===== src/rtl/memory_pkg.sv =====
// Shared constants and clear-FSM state type for the dp_memory family.
package memory_pkg;
    localparam int RDW_OLD = 0;
    localparam int RDW_NEW = 1;

    typedef enum logic {
        CLEAR = 1'b0,
        IDLE  = 1'b1
    } clr_state_e;
endpackage


===== src/rtl/memory_clear_ctrl.sv =====
// Clear engine: sweeps zeros across every address, one word per cycle, with busy held high.
// RESET_STATE selects whether reset launches a sweep (CLEAR) or leaves the engine dormant (IDLE).
module memory_clear_ctrl
    import memory_pkg::*;
#(
    parameter int         ADDR_WIDTH  = 6,
    parameter clr_state_e RESET_STATE = CLEAR
) (
    input  logic                  clk,
    input  logic                  rst,
    input  logic                  clr,
    output logic [ADDR_WIDTH-1:0] clr_ptr,
    output logic                  clr_we,
    output logic                  busy
);

    clr_state_e            state_q;
    logic [ADDR_WIDTH-1:0] ptr_q;
    logic                  busy_q;

    always_ff @(posedge clk or posedge rst) begin
        if (rst) begin
            state_q <= RESET_STATE;
            ptr_q   <= '0;
            busy_q  <= (RESET_STATE == CLEAR);
        end else begin
            case (state_q)
                IDLE: begin
                    if (clr) begin
                        state_q <= CLEAR;
                        ptr_q   <= '0;
                        busy_q  <= 1'b1;
                    end
                end
                CLEAR: begin
                    ptr_q <= ptr_q + 1'b1;
                    // last address written this cycle; busy drops from the next one
                    if (ptr_q == '1) begin
                        state_q <= IDLE;
                        busy_q  <= 1'b0;
                    end
                end
                default: begin
                    state_q <= IDLE;
                    busy_q  <= 1'b0;
                end
            endcase
        end
    end

    assign clr_ptr = ptr_q;
    assign clr_we  = busy_q;
    assign busy    = busy_q;

endmodule


===== src/rtl/dp_memory.sv =====
// Simple dual-port RAM: one byte-lane write and one read per cycle, 1- or 2-cycle read latency.
// Optional clear engine enabled by defining DP_MEMORY_CLEAR_EN.
module dp_memory
    import memory_pkg::*;
#(
    parameter int  ADDR_WIDTH   = 6,
    parameter int  DATA_WIDTH   = 16,
    parameter int  BYTE_WIDTH   = 8,
    parameter int  READ_LATENCY = 1,
    parameter int  RDW_MODE     = 0,
    localparam int NUM_LANES    = DATA_WIDTH / BYTE_WIDTH
) (
    input  logic                  clk,
    input  logic                  rst,
    input  logic                  wr_en,
    input  logic [ADDR_WIDTH-1:0] wr_addr,
    input  logic [DATA_WIDTH-1:0] wr_data,
    input  logic [NUM_LANES-1:0]  wr_be,
    input  logic                  rd_en,
    input  logic [ADDR_WIDTH-1:0] rd_addr,
    input  logic                  clr,
    output logic [DATA_WIDTH-1:0] rd_data,
    output logic                  rd_valid,
    output logic                  busy
);

    localparam int DEPTH = 2 ** ADDR_WIDTH;

    logic                  clr_req;
    logic [ADDR_WIDTH-1:0] clr_ptr;
    logic                  clr_we;

`ifdef DP_MEMORY_CLEAR_EN
    localparam clr_state_e CLR_RESET_STATE = CLEAR;
    assign clr_req = clr;
`else
    // Engine stays in IDLE forever, so busy and clr_we fold to constant 0.
    localparam clr_state_e CLR_RESET_STATE = IDLE;
    logic unused_clr;
    assign unused_clr = clr;
    assign clr_req    = 1'b0;
`endif

    memory_clear_ctrl #(
        .ADDR_WIDTH (ADDR_WIDTH),
        .RESET_STATE(CLR_RESET_STATE)
    ) u_clear_ctrl (
        .clk    (clk),
        .rst    (rst),
        .clr    (clr_req),
        .clr_ptr(clr_ptr),
        .clr_we (clr_we),
        .busy   (busy)
    );

    logic [DATA_WIDTH-1:0] mem_q [DEPTH];
    logic                  wr_fire;
    logic                  rd_fire;
    logic [DATA_WIDTH-1:0] wr_word;
    logic [DATA_WIDTH-1:0] rd_word;

    assign wr_fire = wr_en && !busy;
    assign rd_fire = rd_en && !busy;

    always_comb begin
        wr_word = mem_q[wr_addr];
        for (int unsigned i = 0; i < NUM_LANES; i++) begin
            if (wr_be[i]) begin
                wr_word[i*BYTE_WIDTH +: BYTE_WIDTH] = wr_data[i*BYTE_WIDTH +: BYTE_WIDTH];
            end
        end
    end

    // Same-address new-data mode forwards the lane-merged word ahead of the array update.
    assign rd_word = (RDW_MODE == RDW_NEW && wr_fire && wr_addr == rd_addr) ? wr_word
                                                                             : mem_q[rd_addr];

    always_ff @(posedge clk) begin
        if (clr_we) begin
            mem_q[clr_ptr] <= '0;
        end else if (wr_fire) begin
            mem_q[wr_addr] <= wr_word;
        end
    end

    logic                  s1_valid_q;
    logic                  s2_valid_q;
    logic [DATA_WIDTH-1:0] s1_data_q;
    logic [DATA_WIDTH-1:0] s2_data_q;

    always_ff @(posedge clk or posedge rst) begin
        if (rst) begin
            s1_valid_q <= 1'b0;
            s2_valid_q <= 1'b0;
            s1_data_q  <= '0;
            s2_data_q  <= '0;
        end else begin
            s1_valid_q <= rd_fire;
            s2_valid_q <= s1_valid_q;
            if (rd_fire) begin
                s1_data_q <= rd_word;
            end
            if (s1_valid_q) begin
                s2_data_q <= s1_data_q;
            end
        end
    end

    assign rd_valid = (READ_LATENCY == 2) ? s2_valid_q : s1_valid_q;
    assign rd_data  = (READ_LATENCY == 2) ? s2_data_q  : s1_data_q;

endmodule


===== config.mk =====
export PLATFORM = sky130hd
export DESIGN_NAME = dp_memory
export DESIGN_NICKNAME = d
export VERILOG_FILES = /design/src/rtl/memory_pkg.sv /design/src/rtl/memory_clear_ctrl.sv /design/src/rtl/dp_memory.sv
export SDC_FILE = /design/constraint.sdc
export NUM_CORES = 1
export LEC_CHECK = 0
export CELL_PAD_IN_SITES_DETAIL_PLACEMENT = 0
export CELL_PAD_IN_SITES_GLOBAL_PLACEMENT = 1
export CORE_MARGIN = 10
export CORE_UTILIZATION = 45
export CTS_CLUSTER_DIAMETER = 30
export DETAILED_ROUTE_END_ITERATION = 10
export GPL_TIMING_DRIVEN = 0
export PLACE_DENSITY = 0.69
export SYNTH_ARGS = -nofsm -noshare
export SYNTH_HDL_FRONTEND = slang
export SYNTH_HIERARCHICAL = 1
export SYNTH_SLANG_ARGS = --single-unit

===== constraint.sdc =====
create_clock -name clk -period 5 [get_ports clk]
set_clock_uncertainty 0.1 [all_clocks]
set_input_delay 1 -clock clk [delete_from_list [all_inputs] [get_ports clk]]
set_output_delay 1 -clock clk [all_outputs]
set_load 0.05 [all_outputs]

==> flow_summary.rst, run 1 <==
.. list-table::
   :header-rows: 1

   * - Metric
     - Value
   * - Data required time of the critical path
     - roughly 5600 ps
   * - Worst-case setup slack after placement
     - -99.4 ps
   * - Part of the total power dissipated in the clock network
     - roughly 47%
   * - Share of post-route cells with drive strength above 1
     - 25.1%
   * - Worst vdd ir
     - 0.384 mV
   * - Maximum number of pins on one net before global-route repair
     - a little under 50
   * - Area occupied by multi-input gates
     - 8840 µm²
   * - Grt met3 use
     - 4.36%
   * - Vias per cell
     - 5.95
   * - Iteration count of the initial detailed-routing pass
     - 6
   * - DR WL/cell
     - 29.4 µm
   * - Crit path max fanout
     - 10
   * - Total power draw
     - 25.0 mW
   * - Quantity of hold-fixing buffers added after cts
     - 0
   * - Synthesis-stage register bit count
     - 1049
   * - Number of rows created at floorplan
     - 110
   * - # nets final
     - 2288
   * - Remaining max-slew budget at the tightest pin
     - 23.6%
   * - FF+latch area
     - 31400 µm²
   * - Clock-pin slew of the registers on the worst-case setup and hold paths
     - 50 ps
   * - Remaining number of nets flagged by the antenna check after routing
     - 0
   * - Met2 usage in global routing
     - 32.1%
   * - Inst Count DP
     - 3255
   * - Most utilized layer in the global route result
     - met2
   * - Number of cells upsized or downsized after cts
     - 0
   * - Detailed-route via count
     - 21200
   * - Number of instances in the synthesized netlist
     - approximately 2000
   * - Data arrival at the endpoint of the critical path
     - between 4000 and 5000 ps
   * - Net switching share of the total power
     - 25.5%
   * - Number of input and output port buffers inserted
     - 47
   * - Grt ovf
     - 0
   * - Die Wd
     - around 320 µm
   * - Global-route wire length before repair
     - around 150000 µm
   * - TritonCTS clock tree
     - built
   * - Number of distinct library cells after synthesis
     - 47
   * - H-tree lvl count
     - 4
   * - Share of power burned in combinational logic
     - between 10% and 20%
   * - Clock tree buffer depth
     - 3
   * - Most common cell after layout, fill and taps aside
     - edfxtp_1
   * - Max Slew Vio Count
     - 0
   * - Number of global-route vias before repair
     - 21700
   * - Grt met1 use
     - ~27%
   * - Pwr per Cell Area
     - around 510 nW/µm²
   * - Number of cells in the finished layout apart from fillers
     - approximately 3600
   * - Worst Hold Class
     - flop to flop
   * - Buffers inserted by post-CTS timing repair
     - 0
   * - Setup repair after global routing missed its margin
     - no
   * - Antenna violations before repair
     - 2
   * - Run status
     - completed
   * - Warning count from the yosys run
     - 6
   * - Net switching power
     - 6.36 mW
   * - DRC viols
     - 0
   * - Layout Area Growth over Synthesis
     - 20.1%
   * - Number of clock sinks seen by CTS
     - 1049
   * - Final hold vios
     - 0
   * - Number of fill cells
     - 6962
   * - Cell internal pwr
     - 18.6 mW
   * - Top FF cell, synth
     - edfxtp_1
   * - Number of inserted diodes
     - 0
   * - Smallest setup slack after layout
     - 582 ps
   * - Post-synthesis cell area
     - 40800 µm²
   * - Proportion of synthesized flip-flops having asynchronous set or reset
     - roughly 2.4%
   * - Number of primary I/O pins
     - 53
   * - Portion of the post-synthesis area used by sequential elements
     - 76.8%
   * - Worst Max-Slew Pin Slew
     - 1150 ps
   * - Origin of the critical flop-to-flop path
     - u_clear_ctrl/busy
   * - Flop pwr share
     - 42.2%
   * - Overall Global Routing Usage
     - 20.3%
   * - Share of the clock period used by the worst path after layout
     - approximately nine tenths
   * - Number of enable flip-flop cells after synthesis
     - 1024
   * - Clock root buffer
     - clkbuf_16
   * - Final Util
     - a little over half
   * - Die outline area
     - a little over 100000 µm²
   * - HPWL Detailed
     - 70600 µm
   * - Maximum achievable frequency
     - between 0.2 and 0.25 GHz
   * - Startpoint of the most critical hold path
     - rd_data[4]
   * - Maximum Capacitance Violations
     - 0
   * - WS Path Type
     - input port to flop
   * - Avg Inst Size Synth
     - ~20 µm²
   * - Most used cells in the layout excluding fill and tap cells
     - edfxtp_1, mux4_2, clkbuf_16
   * - Critical Path Source
     - rd_addr[4]
   * - Worst setup SP type
     - input port
   * - Reported leakage power
     - 16.3 nW
   * - Iteration-0 DRC count of the detailed router
     - 2312
   * - Summed negative setup slack over all endpoints
     - 0 ps
   * - Placeable Area
     - 90000 µm²
   * - Routed WL
     - 105000 µm
   * - Crit end category
     - flop
   * - Routability-driven placement congestion ratio
     - between 0.8 and 0.9
   * - # setup viols final
     - 0
   * - CTS buffer count
     - 171
   * - Vertical extent of the die
     - 321 µm
   * - Clock latency on the worst-skew pair
     - 740 ps
   * - Minimum clock period after layout
     - between 4000 and 5000 ps
   * - Initial Utilization
     - 45.4%
[power by group through the flow]
stage / logic, mW / registers (mW) / clock network (mW)
after global placement: 2.52 / 10.7 / 0
after detailed placement: 2.61 / 10.7 / 0
after CTS: 2.62 / 10.5 / 11.9
final: 2.62 / 10.5 / 11.8
after floorplan: 1.28 / 10.8 / 0
after global routing: 2.75 / 10.6 / 12.3
[sequential cells by signal, summed over array words and instances, names as in the netlist]
| register | count |
|---|---|
| u_clear_ctrl/state_q | 1 |
| u_clear_ctrl/busy | 1 |
| mem_q | 1024 |
| rd_data | 16 |
| rd_valid | 1 |
| u_clear_ctrl/clr_ptr | 6 |
[cells in the mapped netlist (3+ instances only)]
| cell | number | area share (%) |
|---|---|---|
| inv_1 | 4 | 0.037 |
| nor3b_1 | 4 | 0.074 |
| buf_2 | 54 | 0.66 |
| edfxtp_1 | 1024 | 75 |
| a221o_1 | 16 | 0.39 |
| mux2_2 | 7 | 0.19 |
| buf_6 | 11 | 0.30 |
| or3_1 | 16 | 0.25 |
| dfrtp_1 | 24 | 1.5 |
| nand3b_1 | 7 | 0.13 |
| clkbuf_1 | 31 | 0.28 |
| o21ai_0 | 3 | 0.037 |
| mux4_2 | 192 | 11 |
| buf_4 | 16 | 0.29 |
| a22oi_1 | 96 | 1.8 |
| a211oi_1 | 30 | 0.55 |
| nand2_1 | 25 | 0.23 |
| buf_1 | 6 | 0.055 |
| o22ai_1 | 34 | 0.52 |
| mux2i_1 | 152 | 3.7 |
| and2_1 | 17 | 0.26 |
| nor2b_1 | 19 | 0.29 |
| nor2_1 | 137 | 1.3 |
| nand4_1 | 16 | 0.25 |
| nand3_1 | 44 | 0.54 |
[cells by family after synthesis]
family / after synthesis / synth area share, %
xor gates and xnor gates: 1 / 0.0214
adders and majority gates: 1 / 0.0306
and+or+nand+nor: 299 / 3.57
buffers and inverters: 122 / 1.64
other: 1 / 0.00918
DFF: 1049 / 76.8
muxes: 351 / 14.5
AOI/OAI and AO/OA: 187 / 3.41
[critical path, stage by stage]
cell             delay (ps)
clkdlybuf4s50_1         800
buf_2                   410
buf_2                   500
buf_2                   360
buf_1                   460
a211oi_1                290
a211oi_1                910
a221o_1                 210
[layout make-up]
class | instances | share of cell area (%)
buffer | 118 | 1.33
timing repair buffer | 64 | 1.67
tap | 1176 | 3.00
sequential | 1049 | 64.0
multi-input combinational | 844 | 18.0
clock inverter | 131 | 3.06
clock buffer | 185 | 8.92
inverter | 4 | 0.0306
[routing by layer]
layer,share of wire [%],routed length (µm)
met1,42,43700
met2,48,50200
met4,3.2,3400
met3,7.4,7740
met5,0,0
[final timing paths]
check                                          end  slack (ps)  depth (start not counted)
min reg2reg                             rd_data[4]         460                          1
min                                     rd_data[4]         460                          1
max in group asynchronous               rd_data[1]        3600                          2
max                                     rd_data[3]         580                          8
min in group asynchronous  u_clear_ctrl/clr_ptr[0]         490                          2
max reg2reg                          mem_q[47][10]         960                          7
[stage by stage]
| step | hold WS [ps] | area, µm² |
|---|---|---|
| final | 457 | 49000 |
| after global routing | 483 | 49000 |
| after CTS | 464 | 49000 |
| after detailed placement | 454 | 43200 |
| after global placement | 458 | 42800 |
| after floorplan | 416 | 40900 |
(Power assumes the default switching activity.)
==> inputs of run 2 (changes only) <==
--- a/config.mk
+++ b/config.mk
@@ -5,6 +5,7 @@
 export SDC_FILE = /design/constraint.sdc
 export NUM_CORES = 1
 export LEC_CHECK = 0
+export ABC_AREA = 0
 export CELL_PAD_IN_SITES_DETAIL_PLACEMENT = 0
 export CELL_PAD_IN_SITES_GLOBAL_PLACEMENT = 1
 export CORE_MARGIN = 10
@@ -13,7 +14,7 @@
 export DETAILED_ROUTE_END_ITERATION = 10
 export GPL_TIMING_DRIVEN = 0
 export PLACE_DENSITY = 0.69
+export SETUP_SLACK_MARGIN = 0.02
 export SYNTH_ARGS = -nofsm -noshare
 export SYNTH_HDL_FRONTEND = slang
-export SYNTH_HIERARCHICAL = 1
 export SYNTH_SLANG_ARGS = --single-unit
==> flow_summary.rst, run 2 <==
.. list-table::
   :header-rows: 1

   * - Metric
     - Value
   * - Cell internal pwr
     - 18.3 mW (was 18.6 mW)
   * - Die Wd
     - 321 µm (about the same)
   * - Clock-pin slew of the registers on the worst-case setup and hold paths
     - 50 ps (about the same)
   * - Detailed-route via count
     - 21800 (was 21200)
   * - Share of power burned in combinational logic
     - 4.7% (was 10.5%)
   * - Worst setup SP type
     - input port (unchanged)
   * - Share of the clock period used by the worst path after layout
     - 87.8% (was 88.4%)
   * - Share of post-route cells with drive strength above 1
     - 23.3% (was 25.1%)
   * - Minimum clock period after layout
     - 4390 ps (was 4420 ps)
   * - Iteration count of the initial detailed-routing pass
     - 5 (was 6)
   * - R2R cell count
     - 5 (was 7)
   * - Net switching share of the total power
     - 22.8% (was 25.5%)
   * - Number of global-route vias before repair
     - 22600 (was 21700)
   * - Maximum cell stage delay along the critical path
     - 910 ps (about the same)
   * - Most frequent cell after synthesis
     - edfxtp_1 (unchanged)
   * - End of the critical path
     - mem_q[31][15] (was rd_data[3])
   * - Routability-driven placement congestion ratio
     - 0.879 (was 0.869)
   * - Maximum Capacitance Violations
     - 0 (unchanged)
   * - Avg Inst Size Synth
     - 19.7 µm² (was 20.3 µm²)
   * - Reported leakage power
     - 16.5 nW (was 16.3 nW)
   * - Die outline area
     - 103000 µm² (about the same)
   * - Remaining number of nets flagged by the antenna check after routing
     - 0 (unchanged)
   * - Worst vdd ir
     - 0.345 mV (was 0.384 mV)
   * - Layout Area Growth over Synthesis
     - 21.8% (was 20.1%)
   * - Startpoint of the most critical hold path
     - u_clear_ctrl.clr_ptr[4] (was rd_data[4])
   * - Final hold vios
     - 0 (unchanged)
   * - Most used cells in the layout excluding fill and tap cells
     - edfxtp_1, clkbuf_16, mux2i_1 (was edfxtp_1, mux4_2, clkbuf_16)
   * - Fraction of post-synthesis cell area in the top cell type by area
     - 75.6% (was 75.3%)
   * - Endpoint of the worst-slack reg-to-reg timing path
     - mem_q[31][15] (was mem_q[47][10])
   * - Most common cell after layout, fill and taps aside
     - edfxtp_1 (unchanged)
   * - Run status
     - completed (unchanged)
   * - Ordered cell list for the critical path
     - clkdlybuf4s50_1, o21ai_1, nand2_1, nand2_1, nand2_1, clkbuf_1, nor2_1 (was clkdlybuf4s50_1, buf_2, buf_2, buf_2, buf_1, a211oi_1, a211oi_1, a221o_1)
   * - Crit path max-delay family
     - simple AND/OR/NAND/NOR gates (was buffers and inverters)
   * - H-tree lvl count
     - 4 (unchanged)
   * - Antenna violations before repair
     - 6 (was 2)
   * - Pwr per Cell Area
     - 478 nW/µm² (was 509 nW/µm²)
   * - Portion of the post-synthesis area used by sequential elements
     - 77.0% (was 76.8%)
   * - Synthesis-stage register bit count
     - 1048 (was 1049)
   * - Number of clock sinks seen by CTS
     - 1048 (was 1049)
   * - Flop pwr share
     - 41.2% (was 42.2%)
   * - # nets final
     - 2349 (was 2288)
   * - Buffers inserted by post-CTS timing repair
     - 0 (unchanged)
   * - Clock tree buffer depth
     - 3 (unchanged)
   * - Critical Path Source
     - wr_be[0] (was rd_addr[4])
   * - Clock root buffer
     - clkbuf_16 (unchanged)
   * - Smallest setup slack after layout
     - 612 ps (was 582 ps)
   * - Cell area after placement
     - 43000 µm² (was 43200 µm²)
   * - Placeable Area
     - 89900 µm² (was 90000 µm²)
   * - Maximum number of pins on one net before global-route repair
     - 51 (was 49)
   * - Cell with the biggest individual delay on the critical path
     - nor2_1 (was a211oi_1)
   * - CP Depth
     - 7 (was 8)
   * - Iteration-0 DRC count of the detailed router
     - 2285 (was 2312)
   * - Number of rows created at floorplan
     - 110 (unchanged)
   * - Crit end category
     - flop (unchanged)
   * - DRC viols
     - 0 (unchanged)
   * - Remaining max-slew budget at the tightest pin
     - 14.0% (was 23.6%)
   * - Quantity of hold-fixing buffers added after cts
     - 0 (unchanged)
   * - Most frequent cells after synthesis
     - edfxtp_1, mux2i_1, mux4_2 (was edfxtp_1, mux4_2, mux2i_1)
   * - Grt ovf
     - 0 (unchanged)
   * - HPWL Detailed
     - 77700 µm (was 70600 µm)
   * - DR WL/cell
     - 31.1 µm (was 29.4 µm)
   * - Warning count from the yosys run
     - 0 (was 6)
   * - Overall Global Routing Usage
     - 22.1% (was 20.3%)
   * - Proportion of synthesized flip-flops having asynchronous set or reset
     - 2.29% (was 2.38%)
   * - Number of distinct library cells after synthesis
     - 50 (was 47)
   * - Clock latency on the worst-skew pair
     - 780 ps (was 740 ps)
   * - Number of cells in the finished layout apart from fillers
     - 3654 (was 3571)
   * - Vias per cell
     - 5.96 (was 5.95)
   * - Number of cells upsized or downsized after cts
     - 0 (unchanged)
   * - Routed WL
     - 114000 µm (was 105000 µm)
   * - Maximum achievable frequency
     - 0.228 GHz (was 0.226 GHz)
   * - Setup slack of the most critical reg-to-reg path
     - 1400 ps (was 960 ps)
   * - TritonCTS clock tree
     - built (unchanged)
   * - Cell seen most often among critical-path stages
     - nand2_1 (was buf_2)
   * - Worst Max-Slew Pin Slew
     - 1290 ps (was 1150 ps)
   * - Syn_nets
     - 2098
   * - Global-route wire length before repair
     - 161000 µm (was 151000 µm)
   * - Number of enable flip-flop cells after synthesis
     - 1024 (unchanged)
   * - Number of instances in the synthesized netlist
     - 2062 (was 2011)
   * - # setup viols final
     - 0 (unchanged)
   * - Net switching power
     - 5.39 mW (was 6.36 mW)
   * - Crit path max fanout
     - 10 (unchanged)
   * - Vertical extent of the die
     - 321 µm (about the same)
   * - Cell taking the most area after synthesis
     - edfxtp_1 (unchanged)
   * - Inst Count DP
     - 3302 (was 3255)
   * - Tightest hold margin
     - 370 ps (was 457 ps)
   * - Origin of the critical flop-to-flop path
     - u_clear_ctrl.clr_ptr[0] (was u_clear_ctrl/busy)
   * - WS Path Type
     - input port to flop (unchanged)
   * - Worst Hold Class
     - flop to flop (unchanged)
   * - Flip-flop count of the largest register after layout
     - 1024 (unchanged)
   * - Number of primary I/O pins
     - 53 (unchanged)
   * - Part of the total power dissipated in the clock network
     - 54.2% (was 47.3%)
   * - Total power draw
     - 23.7 mW (was 25.0 mW)
   * - Data arrival at the endpoint of the critical path
     - 4670 ps (was 4980 ps)
   * - Final cell area excluding filler cells
     - 49600 µm² (was 49000 µm²)
   * - Post-synthesis cell area
     - 40700 µm² (was 40800 µm²)
   * - Data required time of the critical path
     - 5290 ps (was 5560 ps)
   * - Worst-case setup slack after placement
     - -132 ps (was -99.4 ps)
   * - Max Slew Vio Count
     - 0 (unchanged)
   * - Cells taking the most area after synthesis
     - edfxtp_1, mux4_2, mux2i_1 (unchanged)
   * - Number of input and output port buffers inserted
     - 48 (was 47)
   * - Register ranked first by flip-flop count
     - mem_q (unchanged)
   * - Setup repair after global routing missed its margin
     - no (unchanged)
   * - Count of buffering cells on the critical path with inverters included
     - 2 (was 5)
   * - Initial Utilization
     - 45.3% (was 45.4%)
   * - Top FF cell, synth
     - edfxtp_1 (unchanged)
   * - CTS buffer count
     - 184 (was 171)
run 2: layout make-up:
| class | instances | area [µm²] |
|---|---|---|
| Fill cell | 6786 | 40300 |
| Sequential cell | 1048 | 31400 |
| Multi-Input combinational cell | 892 | 8770 |
| Clock buffer | 200 | 4720 |
| Clock inverter | 148 | 1830 |
| Tap cell | 1176 | 1470 |
| Timing Repair Buffer | 65 | 828 |
| Buffer | 119 | 582 |
| Inverter | 3 | 11.3 |
| Antenna cell | 3 | 7.51 |
run 2: power by group through the flow:
stage,combinational [mW],sequential (mW),clock (mW)
2_1_floorplan,0.536,9.96,0
3_3_place_gp,1.05,9.94,0
3_5_place_dp,1.10,9.92,0
4_1_cts,1.11,9.75,12.9
5_1_grt,1.15,9.75,13.4
6_report,1.11,9.76,12.8
run 2: logic make-up (layout without fill, tap and decap cells):
| logic type | after synthesis | after routing | share of synthesized area, % |
|---|---|---|---|
| buf+inv | 122 | 535 | 1.46 |
| simple gates | 278 | 278 | 3.11 |
| compound gates | 261 | 261 | 4.56 |
| fa+ha+maj | 1 | 1 | 0.0307 |
| flops | 1048 | 1048 | 77.0 |
| other cells | 1 | 4 | 0.00922 |
| mux | 346 | 346 | 13.7 |
| xor+xnor | 5 | 5 | 0.108 |
run 2: worst min path at each step:
stage / endpoint / slack [ps] / depth (start not counted)
floorplan: u_clear_ctrl.clr_ptr[4] / 340 / 1
global placement: u_clear_ctrl.clr_ptr[4] / 360 / 1
detailed placement: u_clear_ctrl.clr_ptr[4] / 370 / 1
CTS: u_clear_ctrl.clr_ptr[4] / 370 / 1
global route: u_clear_ctrl.clr_ptr[4] / 400 / 1
finish: u_clear_ctrl.clr_ptr[4] / 370 / 1
run 2: worst register-to-register path: stages (launching register included):
cell and delay [ps]:
dfrtp_1 480, nand2_1 120, o21ai_0 300, nand2_1 600, clkbuf_1 710, nor2_1 910
run 2: metrics by stage:
stage	setup TNS (ps)	util (%)
after detailed placement	-1620	47.8
after CTS	0	55.1
final	0	55.2
after global routing	0	55.1
after floorplan	0	-
after global placement	-306620	47.5
run 2: layer usage:
layer  vias to the layer above  global-route usage [%]  share of wire (%)
met4                         2                    10.2                4.1
met3                       246                    4.80                7.4
met1                     11500                    27.5                 39
met5                         -                       0             0.0097
li1                       9077                       -                  -
met2                       989                    36.7                 50
